===== src/rtl/volume_pkg.sv =====
// volume_pkg: shared level width, controller states and default timing for volume_ctrl.
package volume_pkg;
    localparam int LEVEL_W             = 4;
    localparam int DEF_DEBOUNCE_CYCLES = 4;
    localparam int DEF_REPEAT_DELAY    = 16;
    localparam int DEF_REPEAT_RATE     = 4;
    localparam int DEF_MAX_LEVEL       = 15;
    typedef enum logic [2:0] {IDLE, HOLD, REPEAT, RAMP_DOWN, MUTED, RAMP_UP} ctrl_state_t;
endpackage


===== src/rtl/btn_debounce.sv =====
// btn_debounce: 2-flop synchroniser plus counter; the level follows the input once it
// has differed from the debounced value for DEBOUNCE_CYCLES consecutive cycles.
module btn_debounce
    import volume_pkg::*;
#(
    parameter int DEBOUNCE_CYCLES = DEF_DEBOUNCE_CYCLES
) (
    input  logic clk,
    input  logic n_reset,
    input  logic btn_i,
    output logic level_o
);
    localparam int CW = $clog2(DEBOUNCE_CYCLES + 1);
    localparam logic [CW-1:0] LAST = CW'(DEBOUNCE_CYCLES - 1);

    logic [1:0]    sync_q;
    logic          level_q, level_d, differ;
    logic [CW-1:0] cnt_q, cnt_d;

    always_comb begin
        differ  = sync_q[1] != level_q;
        level_d = level_q ^ (differ && cnt_q == LAST);
        cnt_d   = (!differ || cnt_q == LAST) ? '0 : cnt_q + CW'(1);
    end

    always_ff @(posedge clk) begin
        if (!n_reset) begin
            sync_q  <= '0;
            level_q <= 1'b0;
            cnt_q   <= '0;
        end else begin
            sync_q  <= {sync_q[0], btn_i};
            level_q <= level_d;
            cnt_q   <= cnt_d;
        end
    end

    assign level_o = level_q;
endmodule


===== src/rtl/volume_ctrl.sv =====
// volume_ctrl: turns debounced up/down/mute buttons into guarded one-cycle step pulses,
// with auto-repeat and paced mute/unmute ramps driven by the fed-back volume level.
module volume_ctrl
    import volume_pkg::*;
#(
    parameter int DEBOUNCE_CYCLES = DEF_DEBOUNCE_CYCLES,
    parameter int REPEAT_DELAY    = DEF_REPEAT_DELAY,
    parameter int REPEAT_RATE     = DEF_REPEAT_RATE,
    parameter int MAX_LEVEL       = DEF_MAX_LEVEL
) (
    input  logic               clk,
    input  logic               n_reset,
    input  logic               btn_up,
    input  logic               btn_down,
    input  logic               btn_mute,
    input  logic [LEVEL_W-1:0] volume,
    output logic               up,
    output logic               down,
    output logic               muted,
    output logic               busy
);
    localparam int CW = $clog2((REPEAT_DELAY > REPEAT_RATE ? REPEAT_DELAY : REPEAT_RATE) + 1);
    localparam logic [CW-1:0] DELAY_LAST = CW'(REPEAT_DELAY - 1);
    localparam logic [CW-1:0] RATE_LAST  = CW'(REPEAT_RATE - 1);

    ctrl_state_t        state_q, state_d;
    logic [CW-1:0]      cnt_q, cnt_d;
    logic [LEVEL_W-1:0] saved_q, saved_d;
    logic               dir_q, dir_d;
    logic [2:0]         btn, lvl, lvl_q, rise;
    logic               up_q, up_d, down_q, down_d, muted_q, muted_d, busy_q, busy_d;
    logic               step_up, step_dn, held, other;

    // bit 0 = up, bit 1 = down, bit 2 = mute
    assign btn  = {btn_mute, btn_down, btn_up};
    assign rise = lvl & ~lvl_q;

    for (genvar i = 0; i < 3; i++) begin : g_db
        btn_debounce #(.DEBOUNCE_CYCLES(DEBOUNCE_CYCLES)) u_db (
            .clk    (clk),
            .n_reset(n_reset),
            .btn_i  (btn[i]),
            .level_o(lvl[i])
        );
    end

    always_comb begin
        state_d = state_q;
        cnt_d   = cnt_q + CW'(1);
        saved_d = saved_q;
        dir_d   = dir_q;
        step_up = 1'b0;
        step_dn = 1'b0;
        held    = dir_q ? lvl[0] : lvl[1];
        other   = dir_q ? lvl[1] : lvl[0];
        if (rise[2] && (state_q inside {IDLE, HOLD, REPEAT})) begin
            saved_d = volume;
            state_d = volume == '0 ? MUTED : RAMP_DOWN;
            cnt_d   = RATE_LAST;
        end else begin
            case (state_q)
                IDLE: if (!(lvl[0] && lvl[1]) && (rise[0] || rise[1])) begin
                    dir_d   = rise[0];
                    step_up = rise[0];
                    step_dn = !rise[0];
                    state_d = HOLD;
                    cnt_d   = '0;
                end
                HOLD, REPEAT: if (!held || other) begin
                    state_d = IDLE;
                end else if (cnt_q == (state_q == HOLD ? DELAY_LAST : RATE_LAST)) begin
                    step_up = dir_q;
                    step_dn = !dir_q;
                    state_d = REPEAT;
                    cnt_d   = '0;
                end
                RAMP_DOWN: if (rise[2]) begin
                    state_d = RAMP_UP;
                    cnt_d   = RATE_LAST;
                end else if (volume == '0) begin
                    state_d = MUTED;
                end else if (cnt_q == RATE_LAST) begin
                    step_dn = 1'b1;
                    cnt_d   = '0;
                end
                MUTED: if (rise[2]) begin
                    state_d = RAMP_UP;
                    cnt_d   = RATE_LAST;
                end
                RAMP_UP: if (rise[2]) begin
                    state_d = RAMP_DOWN;
                    cnt_d   = RATE_LAST;
                end else if (volume >= saved_q) begin
                    state_d = IDLE;
                end else if (cnt_q == RATE_LAST) begin
                    step_up = 1'b1;
                    cnt_d   = '0;
                end
                default: state_d = IDLE;
            endcase
        end
        // the FSM advances regardless; only the pulse itself is guarded at the limits
        up_d    = step_up && volume < LEVEL_W'(MAX_LEVEL);
        down_d  = step_dn && volume != '0;
        muted_d = state_d inside {RAMP_DOWN, MUTED, RAMP_UP};
        busy_d  = state_d inside {RAMP_DOWN, RAMP_UP};
    end

    always_ff @(posedge clk) begin
        if (!n_reset) begin
            state_q <= IDLE;
            cnt_q   <= '0;
            saved_q <= '0;
            dir_q   <= 1'b0;
            lvl_q   <= '0;
            up_q    <= 1'b0;
            down_q  <= 1'b0;
            muted_q <= 1'b0;
            busy_q  <= 1'b0;
        end else begin
            state_q <= state_d;
            cnt_q   <= cnt_d;
            saved_q <= saved_d;
            dir_q   <= dir_d;
            lvl_q   <= lvl;
            up_q    <= up_d;
            down_q  <= down_d;
            muted_q <= muted_d;
            busy_q  <= busy_d;
        end
    end

    assign up    = up_q;
    assign down  = down_q;
    assign muted = muted_q;
    assign busy  = busy_q;
endmodule


===== config.mk =====
export PLATFORM = sky130hd
export DESIGN_NAME = volume_ctrl
export DESIGN_NICKNAME = d
export VERILOG_FILES = /design/src/rtl/volume_pkg.sv /design/src/rtl/btn_debounce.sv /design/src/rtl/volume_ctrl.sv
export SDC_FILE = /design/constraint.sdc
export NUM_CORES = 1
export LEC_CHECK = 0
export CAP_MARGIN = 10
export CORE_ASPECT_RATIO = 0.5
export CORE_MARGIN = 2
export CORE_UTILIZATION = 35
export CTS_BUF_LIST = sky130_fd_sc_hd__clkbuf_8
export DETAILED_ROUTE_END_ITERATION = 16
export PLACE_DENSITY = 0.56
export SLEW_MARGIN = 20
export SYNTH_ARGS = -nofsm -noshare
export SYNTH_HDL_FRONTEND = slang
export SYNTH_SLANG_ARGS = --single-unit

===== constraint.sdc =====
create_clock -name clk -period 3.4 [get_ports clk]
set_clock_uncertainty 0.15 [all_clocks]
set_input_delay 0.34 -clock clk [delete_from_list [all_inputs] [get_ports clk]]
set_output_delay 0.34 -clock clk [all_outputs]
set_load 0.02 [all_outputs]

### Yosys cells after proc, flatten, opt, wreduce, memory -nomap -nowiden

Cells that the tools add are included.
W data, S select, Z words.

| storage, ports and cells | value |
|---|---|
| register bits | 38 |
| latch bits | 0 |
| memory bits (writable) | 0 |
| bits in read-only memories | 0 |
| input port bits | 9 |
| output and inout port bits | 4 |
| logic and storage cells | 120 |
| memories | 0 |

| operators by class | value |
|---|---|
| add/subtract/negate cells | 4 |
| multiply operators | 0 |
| divide/modulo/power cells | 0 |
| $lt $le $gt $ge | 2 |
| eq/ne operators | 16 |
| shifts and indexed selects | 0 |
| mux-type cells | 40 |
| bitwise operators | 7 |
| reduce and logical (&&, ||, !) cells | 32 |

Operator list:

| cell | count |
|---|---|
| $mux W5 | 9 |
| $mux W3 | 10 |
| $pmux W5 S5 | 1 |
| $eq A3 B2 Y1 const B | 6 |
| $mux W1 | 15 |
| $pmux W3 S5 | 1 |
| $eq A3 B3 Y1 const B | 4 |
| $reduce_or A2 Y1 | 5 |
| $add A3 B1 Y3 const B | 3 |
| $logic_and A1 B1 Y1 | 8 |
| $logic_not A1 Y1 | 7 |
| $pmux W1 S3 | 2 |
| $reduce_bool A3 Y1 | 2 |
| $add A5 B1 Y5 const B | 1 |
| $eq A5 B2 Y1 const B | 1 |
| $eq A5 B4 Y1 | 1 |
| $logic_or A1 B1 Y1 | 5 |
| $ge A4 B4 Y1 | 1 |
| $logic_not A4 Y1 | 1 |
| $lt A4 B4 Y1 const B | 1 |
| $mux W4 | 1 |
| $reduce_bool A4 Y1 | 1 |
| $and A3 B3 Y3 | 1 |
| $eq A3 B1 Y1 const B | 1 |
| 8 further kinds | 13 |

### Logic depth before layout (Yosys ltp)

| depth | value |
|---|---|
| depth in word-level cells | 9 |
| gate-level depth with buffers | 7 |
| gate-level depth less buffers | 7 |

### Cells and area by module

From an unflattened synthesis, not the netlist that was laid out.

| second synthesis, totals | value |
|---|---|
| cells, all modules | 203 |
| area total of the unflattened synthesis | 1,935.6 µm² |

Modules (own cells, without submodules):

| module | instances | cells each | area an instance (µm²) | seq. area each (µm²) |
|---|---|---|---|---|
| volume_ctrl | 1 | 152 | 1,286.2 | 400.4 |
| btn_debounce | 3 | 17 | 216.5 | 120.1 |

### Least setup slack after synthesis

No wires, ideal clock.

| timing | value |
|---|---|
| kind | flip-flop to flip-flop |
| from | register cnt_q[0] |
| to | register cnt_q[0] |
| arrival time | 1.557 ns |
| data required time | 3.116 ns |
| slack | 1.559 ns |
| cell stages (with the launch flop) | 7 |
| buffers on the path | 0 |
| period minus slack after synthesis | 1.841 ns |
| cells stage by stage | dfxtp_1 ha_1 or4b_4 inv_1 a31oi_1 a31oi_1 a21oi_1 |

| on the way | value |
|---|---|
| word-level cells in the longest chain between the ends | 6 |

Ends and longest elaborated chain:

| what | line | text |
|---|---|---|
| from (decl) | volume_ctrl.sv:27 | `logic [CW-1:0] cnt_q, cnt_d;` |
| from (signal assigned) | volume_ctrl.sv:122 | `cnt_q <= cnt_d;` |
| $add A5 B1 Y5 or $eq A5 B2 Y1 (tied branches) | volume_ctrl.sv:49, volume_ctrl.sv:82, volume_ctrl.sv:95 |  |
| $mux W5 | volume_ctrl.sv:82, volume_ctrl.sv:95 |  |
| $mux W5 (on tied branches) | volume_ctrl.sv:93, volume_ctrl.sv:80 |  |
| $mux W5 (on tied branches) | volume_ctrl.sv:90, volume_ctrl.sv:77 |  |
| $pmux W5 S5 * | volume_ctrl.sv:61 | `case (state_q)` |
| $mux W2 * | volume_ctrl.sv:56 | `if (rise[2] && (state_q inside {IDLE, HOLD, REPEAT})) begin` |

Every way passes the cells marked *; elsewhere a longest branch is shown, timed or not.
A chain may end at the register's enable or synchronous reset.

### Final worst setup path

| timing | value |
|---|---|
| from | input volume[3] |
| to | register busy_q, in the netlist busy |

| on the way | value |
|---|---|
| word-level cells in the longest chain between the ends | 7 |

Ends and longest elaborated chain:

| what | line | text |
|---|---|---|
| from (decl) | volume_ctrl.sv:16 | `input logic [LEVEL_W-1:0] volume,` |
| $ge A4 B4 Y1 or $logic_not A4 Y1 (tied branches) | volume_ctrl.sv:93, volume_ctrl.sv:58, volume_ctrl.sv:80 |  |
| $mux W3 (on tied branches) | volume_ctrl.sv:93, volume_ctrl.sv:80 |  |
| $mux W3 (on tied branches) | volume_ctrl.sv:90, volume_ctrl.sv:77 |  |
| $pmux W3 S5 | volume_ctrl.sv:61 |  |
| $mux W3 * | volume_ctrl.sv:56 |  |
| $eq A3 B2 Y1 or $eq A3 B3 Y1 (tied branches) | volume_ctrl.sv:106 | `busy_d = state_d inside {RAMP_DOWN, RAMP_UP};` |
| $reduce_bool A2 Y1 * | volume_ctrl.sv:106 |  |
| to (signal assigned) | volume_ctrl.sv:129 | `busy_q <= busy_d;` |
| to (decl) | volume_ctrl.sv:31 | `logic up_q, up_d, down_q, down_d, muted_q, muted_d, busy_q, busy_d;` |

Marked as above.

==> out/metrics.cfg <==
[drt]
drc = 0
wl_per_cell_um = 12.0
vias = 1485
drt_iter0_drc = 73
via_per_inst = 4.93
ant_nets = 0
drtPass1Iterations = 4
wirelength_um = 3610

[yosys]
synthMuxAreaShare_pct = 2.11
ys_seq_elements = 38
async_flop_share_pct = 0
synth_compound_area_share_pct = 15.4
synth_warnings = 0
synth_fa_ha_area_share_pct = 7.27
synth-xor-area-share_pct = 2.31
synth-simple-area-share_pct = 26.0
syn-num-nets = 237
syn_inst = 217
synth_ff_type = dfxtp_1
synth-edff-count = 0
synth_cell_types = 46
syn_avg_cell_area_um2 = 8.73
netlist_area_mm2 = 0.00189
synth_top_family_by_area = simple AND/OR/NAND/NOR gates
ys_seq_area_share_pct = 40.2

[floorplanning]
io_pins = 13
initial_core_util_pct = 37.4
die_w_um = 108
die_height_um = 56.0
rows = 18
coreArea_mm2 = 0.00507
die_area_mm2 = 0.00605

[timing]
slew_headroom_pct = 50.5
finalCritPeriodShare_pct = 65.1
fmax_mhz = 452
final_max_slew_viol_count = 0
fin_tns_setup_ns = 0
rsz0062_at_grt = no
period_minus_slack_ns = 2.21
worst_slew_pin_slew_ns = 0.735
setup_violations = 0
finalHoldViolCount = 0

[clock_network]
htree_levels = 2
clkSinkCount = 38
clockBufferDepth = 2
cts_resized = 0
cts.clk_slew.worst_paths_ns = 0.08
clock_latency_ns = 0.29
cts_tree = yes
cts_buffers = 5
cts_hold_buffers = 0
cts_setup_buffers = 0
clockRootBuffer = clkbuf_8

[critical_path]
cp-start-kind = input pin
cp-end-kind = flip-flop
crit_type = input pin to flip-flop
cp.arrival_ns = 2.28
cp_max_fo = 5
worstPathRequired_ns = 3.46
r2r.worst_path.cells = 6

[finish]
final_cell_mix = dfxtp_1, nand2_1, inv_1, nor2_1
final_common_cell = dfxtp_1
syn2layout_area_growth_pct = 14.2
antenna_cells = 0
nets = 250
drive_gt1_share_pct = 8.23

[power]
vdd_ir_drop_max_mv = 0.171
p_total_mw = 0.879
p_leak_nw = 0.822
cellPowerDensity_mw_per_mm2 = 407

[placement]
dp.final_hpwl_um = 2680
place.gp.congestion = 0.862
port_buffers = 12

[min_path]
hold_path_class = flip-flop to flip-flop
hold_depth = 1

[grt]
grt_pass1_vias = 1321
grt_pass1_wl_um = 6070
grt_usage_pct = 13.0
grt_max_degree = 21
antenna_found_initial = 0
overflow = 0

[run]
maxCapViolCount = 0

[status]
status = completed

## state kept, by name, indices dropped and copies added (netlist names), named ones only
name,count
up,1
lvl_q,3
g_db.u_db.cnt_q,9
dir_q,1
busy,1
saved_q,4
cnt_q,5
muted,1
state_q,3
down,1
g_db.u_db.sync_q,6
## final timing paths
check,end,startpoint,slack (ns)
hold reg to reg,g_db[0].u_db.cnt_q[0],g_db[0].u_db.cnt_q[0],0.27
setup / recovery,busy,volume[3],1.19
setup reg to reg,cnt_q[1],cnt_q[0],1.31
hold / removal,g_db[0].u_db.cnt_q[0],g_db[0].u_db.cnt_q[0],0.27
## cells in the mapped netlist (all sizes together), types with 3 or more instances
cell type	count	share of area [%]
and3	3	1.1
inv	16	3.2
nor3	4	1.1
a21boi	5	2.0
nand3b	4	1.6
a21oi	12	3.2
nor2b	5	1.7
ha	11	7.3
xor2	4	1.8
nand2	19	3.8
o21ai	12	3.2
clkbuf	6	2.4
dfxtp	38	40
a31oi	5	1.7
and2	11	3.6
nand2b	4	1.3
nand3	11	2.9
mux2i	4	2.1
nor2	17	3.5
## routing by layer
layer / vias up / GRT usage (%) / wire length, µm
met5: - / 0 / 0
met4: 0 / 5.49 / 48
met3: 5 / 3.98 / 183
met2: 29 / 18.2 / 1470
met1: 668 / 18.1 / 1920
li1: 783 / - / -
## final cells by class
class	count	area (µm²)
repair buffers	14	135
clock buffers	5	68.8
flip-flops and latches	38	761
multi-input cells	155	1010
clock inverters	3	45.0
fillers	528	2900
well taps	70	87.6
inverters	16	60.1
## critical path: stages
cell,delay (ns)
clkdlybuf4s50_1,0.49
ha_1,0.25
nor4b_1,0.26
o21ai_0,0.16
a21oi_1,0.28
o21ai_0,0.21
a221oi_2,0.30
## power breakdown
part	total (mW)	internal, mW	switching (mW)
combinational	0.0419	0.0214	0.0205
clock	0.381	0.218	0.163
sequential	0.457	0.452	0.00433
## cell families (layout without fill, tap and decap cells)
kind of cell,after synthesis,count (layout)
xor+xnor,5,5
fa+ha+maj,11,11
buf+inv,24,38
compound gates,45,45
flops,38,38
mux,4,4
simple gates,90,90
## stage by stage
stage | utilization (%) | worst slack, ns | hold WS [ns] | area, µm² | instances
2_1_floorplan | - | 1.56 | 0.249 | 1890 | 217
3_3_place_gp | 40.4 | 0.951 | 0.258 | 2050 | 293
3_5_place_dp | 40.4 | 0.908 | 0.261 | 2050 | 293
4_1_cts | 42.7 | 1.23 | 0.272 | 2160 | 301
5_1_grt | 42.7 | 0.979 | 0.292 | 2160 | 301
6_report | 42.7 | 1.19 | 0.269 | 2160 | 301
Note: power is estimated with default switching activity, not from simulation.
